<file path="src/rtl/ifetch_queue.sv">
// Instruction prefetch queue: sequential word fetches over req/gnt/rvalid, buffered {inst, pc} with redirect flush.
// Optional IFQ_BYPASS_EN: a live response reaching an empty queue is presented to the core in the same cycle.
module ifetch_queue #(
    parameter int          DEPTH    = 4,
    parameter logic [31:0] RESET_PC = 32'h0000_0000
) (
    input  logic        clk,
    input  logic        rst,
    output logic        mem_req,
    output logic [31:0] mem_addr,
    input  logic        mem_gnt,
    input  logic        mem_rvalid,
    input  logic [31:0] mem_rdata,
    input  logic        redirect,
    input  logic [31:0] redirect_pc,
    output logic        inst_valid,
    output logic [31:0] inst,
    output logic [31:0] inst_pc,
    input  logic        inst_ready
);

    localparam int AW = $clog2(DEPTH);
    localparam int CW = AW + 1;
    localparam logic [CW:0] DEPTH_W = (CW + 1)'(DEPTH);

    typedef logic [CW-1:0] cnt_t;

    logic [31:0] inst_mem_q [DEPTH];
    logic [31:0] pc_mem_q   [DEPTH];

    cnt_t        head_q, head_d, tail_q, tail_d, count_q, count_d;
    cnt_t        out_q, out_d, drop_q, drop_d;
    logic [31:0] fetch_pc_q, fetch_pc_d, rsp_pc_q, rsp_pc_d;

    logic [CW:0] used;
    logic        credit_ok, issue, rsp_drop, rsp_live, buf_valid;
    logic        push, pop, byp_consume;
    logic [AW-1:0] head_idx, tail_idx;

    assign head_idx  = head_q[AW-1:0];
    assign tail_idx  = tail_q[AW-1:0];
    assign buf_valid = (count_q != '0);

    assign used      = {1'b0, count_q} + {1'b0, out_q} + {1'b0, drop_q};
    assign credit_ok = (used < DEPTH_W);
    assign mem_req   = !rst && !redirect && credit_ok;
    assign mem_addr  = fetch_pc_q;
    assign issue     = mem_req && mem_gnt;

    // A response with nothing outstanding and nothing to drop is a protocol error and is ignored.
    assign rsp_drop  = mem_rvalid && (drop_q != '0);
    assign rsp_live  = mem_rvalid && (drop_q == '0) && (out_q != '0);

`ifdef IFQ_BYPASS_EN
    logic bypass;
    assign bypass      = rsp_live && !buf_valid && !redirect;
    assign byp_consume = bypass && inst_ready;
    assign inst_valid  = buf_valid || bypass;
    assign inst        = buf_valid ? inst_mem_q[head_idx] : (bypass ? mem_rdata : '0);
    assign inst_pc     = buf_valid ? pc_mem_q[head_idx]   : (bypass ? rsp_pc_q  : '0);
`else
    assign byp_consume = 1'b0;
    assign inst_valid  = buf_valid;
    // NOTE: the buffer is not reset; gating with buf_valid gives zero outputs after reset instead.
    assign inst        = buf_valid ? inst_mem_q[head_idx] : '0;
    assign inst_pc     = buf_valid ? pc_mem_q[head_idx]   : '0;
`endif

    assign push = rsp_live && !byp_consume;
    assign pop  = buf_valid && inst_ready;

    // NOTE: every next-state signal gets its hold value first so no path through this block infers a latch.
    always_comb begin
        head_d     = head_q;
        tail_d     = tail_q;
        count_d    = count_q;
        out_d      = out_q;
        drop_d     = drop_q;
        fetch_pc_d = fetch_pc_q;
        rsp_pc_d   = rsp_pc_q;

        if (redirect) begin
            head_d     = '0;
            tail_d     = '0;
            count_d    = '0;
            out_d      = '0;
            fetch_pc_d = {redirect_pc[31:2], 2'b00};
            rsp_pc_d   = {redirect_pc[31:2], 2'b00};
            // Everything still in flight becomes stale, less the response landing this cycle.
            drop_d     = drop_q + out_q - cnt_t'(rsp_drop || rsp_live);
        end else begin
            if (issue)    fetch_pc_d = fetch_pc_q + 32'd4;
            if (rsp_live) rsp_pc_d   = rsp_pc_q + 32'd4;
            if (rsp_drop) drop_d     = drop_q - cnt_t'(1);
            out_d = out_q + cnt_t'(issue) - cnt_t'(rsp_live);
            if (push) tail_d = tail_q + cnt_t'(1);
            if (pop)  head_d = head_q + cnt_t'(1);
            count_d = count_q + cnt_t'(push) - cnt_t'(pop);
        end
    end

    // NOTE: state registers use non-blocking assignments so every flop samples pre-edge values.
    always_ff @(posedge clk or posedge rst) begin
        if (rst) begin
            head_q     <= '0;
            tail_q     <= '0;
            count_q    <= '0;
            out_q      <= '0;
            drop_q     <= '0;
            fetch_pc_q <= RESET_PC;
            rsp_pc_q   <= RESET_PC;
        end else begin
            head_q     <= head_d;
            tail_q     <= tail_d;
            count_q    <= count_d;
            out_q      <= out_d;
            drop_q     <= drop_d;
            fetch_pc_q <= fetch_pc_d;
            rsp_pc_q   <= rsp_pc_d;
        end
    end

    always_ff @(posedge clk) begin
        if (push && !redirect) begin
            inst_mem_q[tail_idx] <= mem_rdata;
            pc_mem_q[tail_idx]   <= rsp_pc_q;
        end
    end

endmodule

</file>
<file path="config.mk">
export PLATFORM = sky130hd
export DESIGN_NAME = ifetch_queue
export DESIGN_NICKNAME = d
export VERILOG_FILES = /design/src/rtl/ifetch_queue.sv
export SDC_FILE = /design/constraint.sdc
export NUM_CORES = 1
export LEC_CHECK = 0
export ABC_AREA = 1
export CAP_MARGIN = 20
export CORE_ASPECT_RATIO = 0.6
export CORE_UTILIZATION = 50
export CTS_BUF_LIST = sky130_fd_sc_hd__clkbuf_8
export DETAILED_ROUTE_END_ITERATION = 16
export PLACE_DENSITY_LB_ADDON = 0.3
export SYNTH_ARGS = -nofsm -noshare
export SYNTH_HDL_FRONTEND = slang
export SYNTH_SLANG_ARGS = --single-unit
</file>
<file path="constraint.sdc">
create_clock -name clk -period 8.5 [get_ports clk]
set_input_delay 1.275 -clock clk [delete_from_list [all_inputs] [get_ports clk]]
set_output_delay 1.275 -clock clk [all_outputs]
set_load 0.02 [all_outputs]
</file>
======== After elaboration in Yosys (flattened, before gate mapping) ========
Memories as Yosys holds them, arrays and structs flattened.
Index checks and enable logic that the tools add are counted.
word-level totals
  register bits ........................... 79
  bits in writable memories ............... 256
  bits of input ports ..................... 70
  output and inout bits ................... 98
  word-level logic and storage cells ...... 58
  memories kept ........................... 2
operators by class
  add/sub/neg operators ................... 13
  $lt $le $gt $ge ......................... 1
  muxes and demuxes ....................... 16
  reductions and logical operators ........ 19
memories
  memory      depth  width  read ports  clocked after memory_dff  write ports  RTL line  text
  inst_mem_q  4      32     1           0                         1            28        logic [31:0] inst_mem_q [DEPTH];
  pc_mem_q    4      32     1           0                         1            29        logic [31:0] pc_mem_q [DEPTH];
operators by type and width
  cell                                                                  count
  32-bit two-way mux                                                    6
  32-bit by 3-bit adder with 32-bit output, second input constant       2
  3-bit two-way mux                                                     8
  3-bit nonzero test                                                    3
  3-bit by 1-bit subtractor with 3-bit output                           3
  1-bit logical AND                                                     8
  2-bit nonzero test                                                    4
  3-bit by 1-bit adder with 3-bit output                                2
  3-bit by 1-bit adder with 3-bit output, second input constant         2
  3-bit by 3-bit adder with 4-bit output                                1
  4-bit by 3-bit adder with 4-bit output                                1
  4-bit by 3-bit < comparator with 1-bit output, second input constant  1
  3-bit adder                                                           1
  3-bit logical NOT                                                     1
  3-bit by 1-bit subtractor with 3-bit output, second input constant    1
  1-bit logical NOT                                                     2
  1-bit two-way mux                                                     2
  1-bit logical OR                                                      1

======== Longest topological paths before layout ========
  depth after elaboration ................. 8
  mapped depth ............................ 16
  gate-level depth less buffers ........... 16

======== Worst setup path after synthesis ========
No wires, ideal clock.
  path type ............................... input to register
  start ................................... input mem_rvalid
  end ..................................... memory inst_mem_q[0][0], enable pin
  setup time .............................. 482 ps
  arrival ................................. 4,203 ps
  required time ........................... 8,018 ps
  slack ................................... 3,815 ps
  stages on the path ...................... 4
  path buffers ............................ 0
  cells stage by stage .................... nand2_1 > nor2_4 > nand2_4 > nor2_1
on the way
  longest elaborated chain between the ends .. 5
RTL lines
  element                                  RTL line  text
  start: declaration                       12        input logic mem_rvalid,
  1-bit logical AND (2 in series)          52        assign rsp_live = mem_rvalid && (drop_q == '0) && (out_q != '0);
  1-bit logical AND                        124       if (push && !redirect) begin
  1-bit two-way mux                        124
  1-bit two-way mux (not written as such)  125       inst_mem_q[tail_idx] <= mem_rdata;
  end: declaration                         28
Every way passes these cells.

======== Final worst setup path ========
  start ................................... register head_q[0]
  end ..................................... output inst_pc[28]
on the way
  longest elaborated chain between the ends .. 2
RTL lines
  element                   RTL line  text
  start: declaration        31        cnt_t head_q, head_d, tail_q, tail_d, count_q, count_d;
  start signal: assignment  105       head_q <= '0;
  start signal: assignment  113       head_q <= head_d;
  memory read 4 x 32 bit    -
  32-bit two-way mux        66        assign inst_pc = buf_valid ? pc_mem_q[head_idx] : '0;
  end: declaration          18        output logic [31:0] inst_pc,
Every way passes these cells.

==> out/metrics.yaml <==
antenna_left: 0
multi_input_area_sq_mm: 0.00490
swShare_pct: 36.6
yosysWarningCount: 0
hold_buffers: 0
syn_to_final_growth_pct: 18.3
placementRows: 48
gp_congestion: 0.917
endpoint_kind: "output port"
post_cts_resized: 0
crit_path_max_incr_delay_ns: 0.80
worst_pin_slew_ns: 0.995
ff2ff_path_depth: 14
internal-power_mw: 2.97
seq_area_frac_synth_pct: 61.9
wl_met3_mm: 3.10
r2r_end: "out_q[2]"
rr_startpoint: "out_q[1]"
final_util_pct: 60.9
die_area_sq_mm: 0.0307
hold_viol: 0
htree_levels: 2
top_layer_used: "met4"
cpMostUsedCell: "nor2_1"
drc: 0
p_leak_nw: 6.87
regArea_sq_mm: 0.00928
cts_tree: "yes"
setup_viol: 0
worst_clock_skew_ns: 0.0312
io_pins: 168
layout_common_cells: "nor2_1 (335), nand2_1 (272), edfxtp_1 (248)"
start_util_pct: 51.5
p_sw_mw: 1.72
fp.dieH_microns: 136
ir_drop_mv: 0.143
grt_pass1_vias: 10399
layout_commonest_cell: "nor2_1"
cp.arrival_ns: 3.62
cp_slowest_cell: "buf_4"
period_minus_slack_ns: 4.90
setup_tns_ns: 0
clk_path_buf_depth: 3
critPathKind: "flop to output port"
slew_viol_final: 0
core_sq_mm: 0.0291
outcome: "finished clean"
wl_met1_mm: 17.6
clock_latency_ns: 0.58
pwr-share-seq_pct: 40.7
netlist_area_sq_mm: 0.0150
totalWireLength_mm: 37.4
path_max_fanout: 79
cp.required_ns: 7.22
syn_inst: 1548
crit_chain: "buf_4 > nor2_1 > nor2_1 > o21ai_0 > a21oi_1 > clkdlybuf4s50_1"
min_path_type: "flop to flop"
synth_area_per_cell_sq_um: 9.68
path_clk_slew_ns: 0.07
drive_gt1_share_pct: 6.27
wl_per_cell_microns: 17.5
synth_seq_cells: 321
power.clock.fraction_pct: 24.4
numCtsBuffers: 48
rrSetupSlack_ns: 5.16
synthDistinctLibCells: 40
vias: 11323
timing.slew.headroom_pct: 33.7
max_cap_violations: 0
cts_root_buffer: "clkbuf_8"
track_usage_pct: 24.5
clock.fmax_mhz: 204
critPathCapture: "inst_pc[28]"
cp-startpoint: "head_q[0]"
post_cts_buffers: 0
num-fill-cells: 2430
finalNetCount: 1797
p_comb_share_pct: 34.9
antenna_cells: 0
drt_iter0_markers: 1194
wl_met2_mm: 16.3
fp.dieW_microns: 226
grt_pass1_wl_mm: 57.5
grt_max_degree: 126
crit_path_start_kind: "flop"
power_per_cell_area_mw_per_mm2: 264
gr-total-overflow: 0
period_share_pct: 57.6
via_per_inst: 5.29
antenna_found_initial: 0
port_buffers: 161
dr.pass1.iters: 5
clock_sinks: 321
rsz0062_at_grt: "false"
dp.final_hpwl_mm: 23.1
power groups by stage:
stage | combinational [mW] | clock [mW] | sequential, mW
global route | 1.78 | 1.22 | 1.92
CTS | 1.64 | 1.17 | 1.91
floorplan | 0.948 | 0 | 1.92
global placement | 1.60 | 0 | 1.94
detailed placement | 1.63 | 0 | 1.94
finish | 1.64 | 1.14 | 1.91
sequential cells by signal (all words and copies together) (netlist names):
signal / cells
tail_q: 2
out_q: 3
drop_q: 3
mem_addr: 30
head_q: 2
pc_mem_q: 120
count_q: 3
inst_mem_q: 128
rsp_pc_q: 30
critical path, delay by kind of cell (launching register included):
kind,cells,cell delay (ns)
buffers and inverters,2,1.49
flip-flops,1,0.76
AO/OA/AOI/OAI,2,0.42
AND/OR/NAND/NOR,2,0.27
Yosys cell counts, drive strengths merged:
master,n,share of area [%]
a21oi,73,2.4
a221oi,1,0.058
a31oi,2,0.083
and3,1,0.042
buf,38,1.6
clkbuf,29,0.73
clkinv,2,0.092
conb,1,0.025
dfrtp,73,12
edfxtp,248,50
fa,6,0.80
ha,16,1.3
inv,129,3.3
nand2,280,7.2
nand3,74,2.7
nand3b,1,0.050
nand4,10,0.46
nor2,352,9.3
nor3,4,0.13
o211ai,13,0.65
o21ai,170,5.7
o21bai,2,0.10
or2,1,0.042
xnor2,11,0.64
xor2,11,0.64
layer usage:
metal | GRT usage (%) | vias to the layer above
met4 | 5.44 | 0
li1 | - | 5462
met5 | 0 | -
met2 | 35.7 | 397
met1 | 37.7 | 5428
met3 | 4.54 | 36
layout make-up:
cell class | count | share of cell area, %
inverter | 131 | 2.86
clock inverter | 33 | 0.818
sequential | 321 | 52.3
tap | 400 | 2.82
timing repair buffer | 171 | 9.59
clock buffer | 51 | 3.96
multi-input combinational | 1032 | 27.6
how the worst min path moves through the flow:
stage	startpoint	end	slack, ns	depth (start not counted)
final	mem_addr[31]	mem_addr[31]	0.60	3
after global routing	rsp_pc_q[30]	pc_mem_q[0][30]	0.63	0
after CTS	rsp_pc_q[30]	pc_mem_q[0][30]	0.60	0
after detailed placement	mem_addr[6]	mem_addr[6]	0.58	2
after global placement	rsp_pc_q[31]	pc_mem_q[0][31]	0.57	0
after floorplan	rsp_pc_q[31]	pc_mem_q[0][31]	0.50	0
through the flow:
stage	instances	worst slack, ns	power, mW	cell area (sq um)	hold WS, ns
4_1_cts	2138	3.55	4.71	17700	0.597
3_3_place_gp	2054	4.24	3.54	16900	0.571
6_report	2139	3.60	4.69	17700	0.602
5_1_grt	2139	3.39	4.93	17700	0.626
2_1_floorplan	1551	3.81	2.86	15000	0.496
3_5_place_dp	2054	4.24	3.57	16900	0.584
cells by family after synthesis:
logic type                 count (synthesis)  synth area share, %
DFF                                      321                 61.9
buffers and inverters                    198                 5.72
adders and majority gates                 22                 2.14
other                                      1               0.0250
xor gates and xnor gates                  22                 1.29
AOI/OAI and AO/OA                        261                 9.01
and+or+nand+nor                          723                 20.0
No activity file was read; power rests on OpenSTA's default activity.
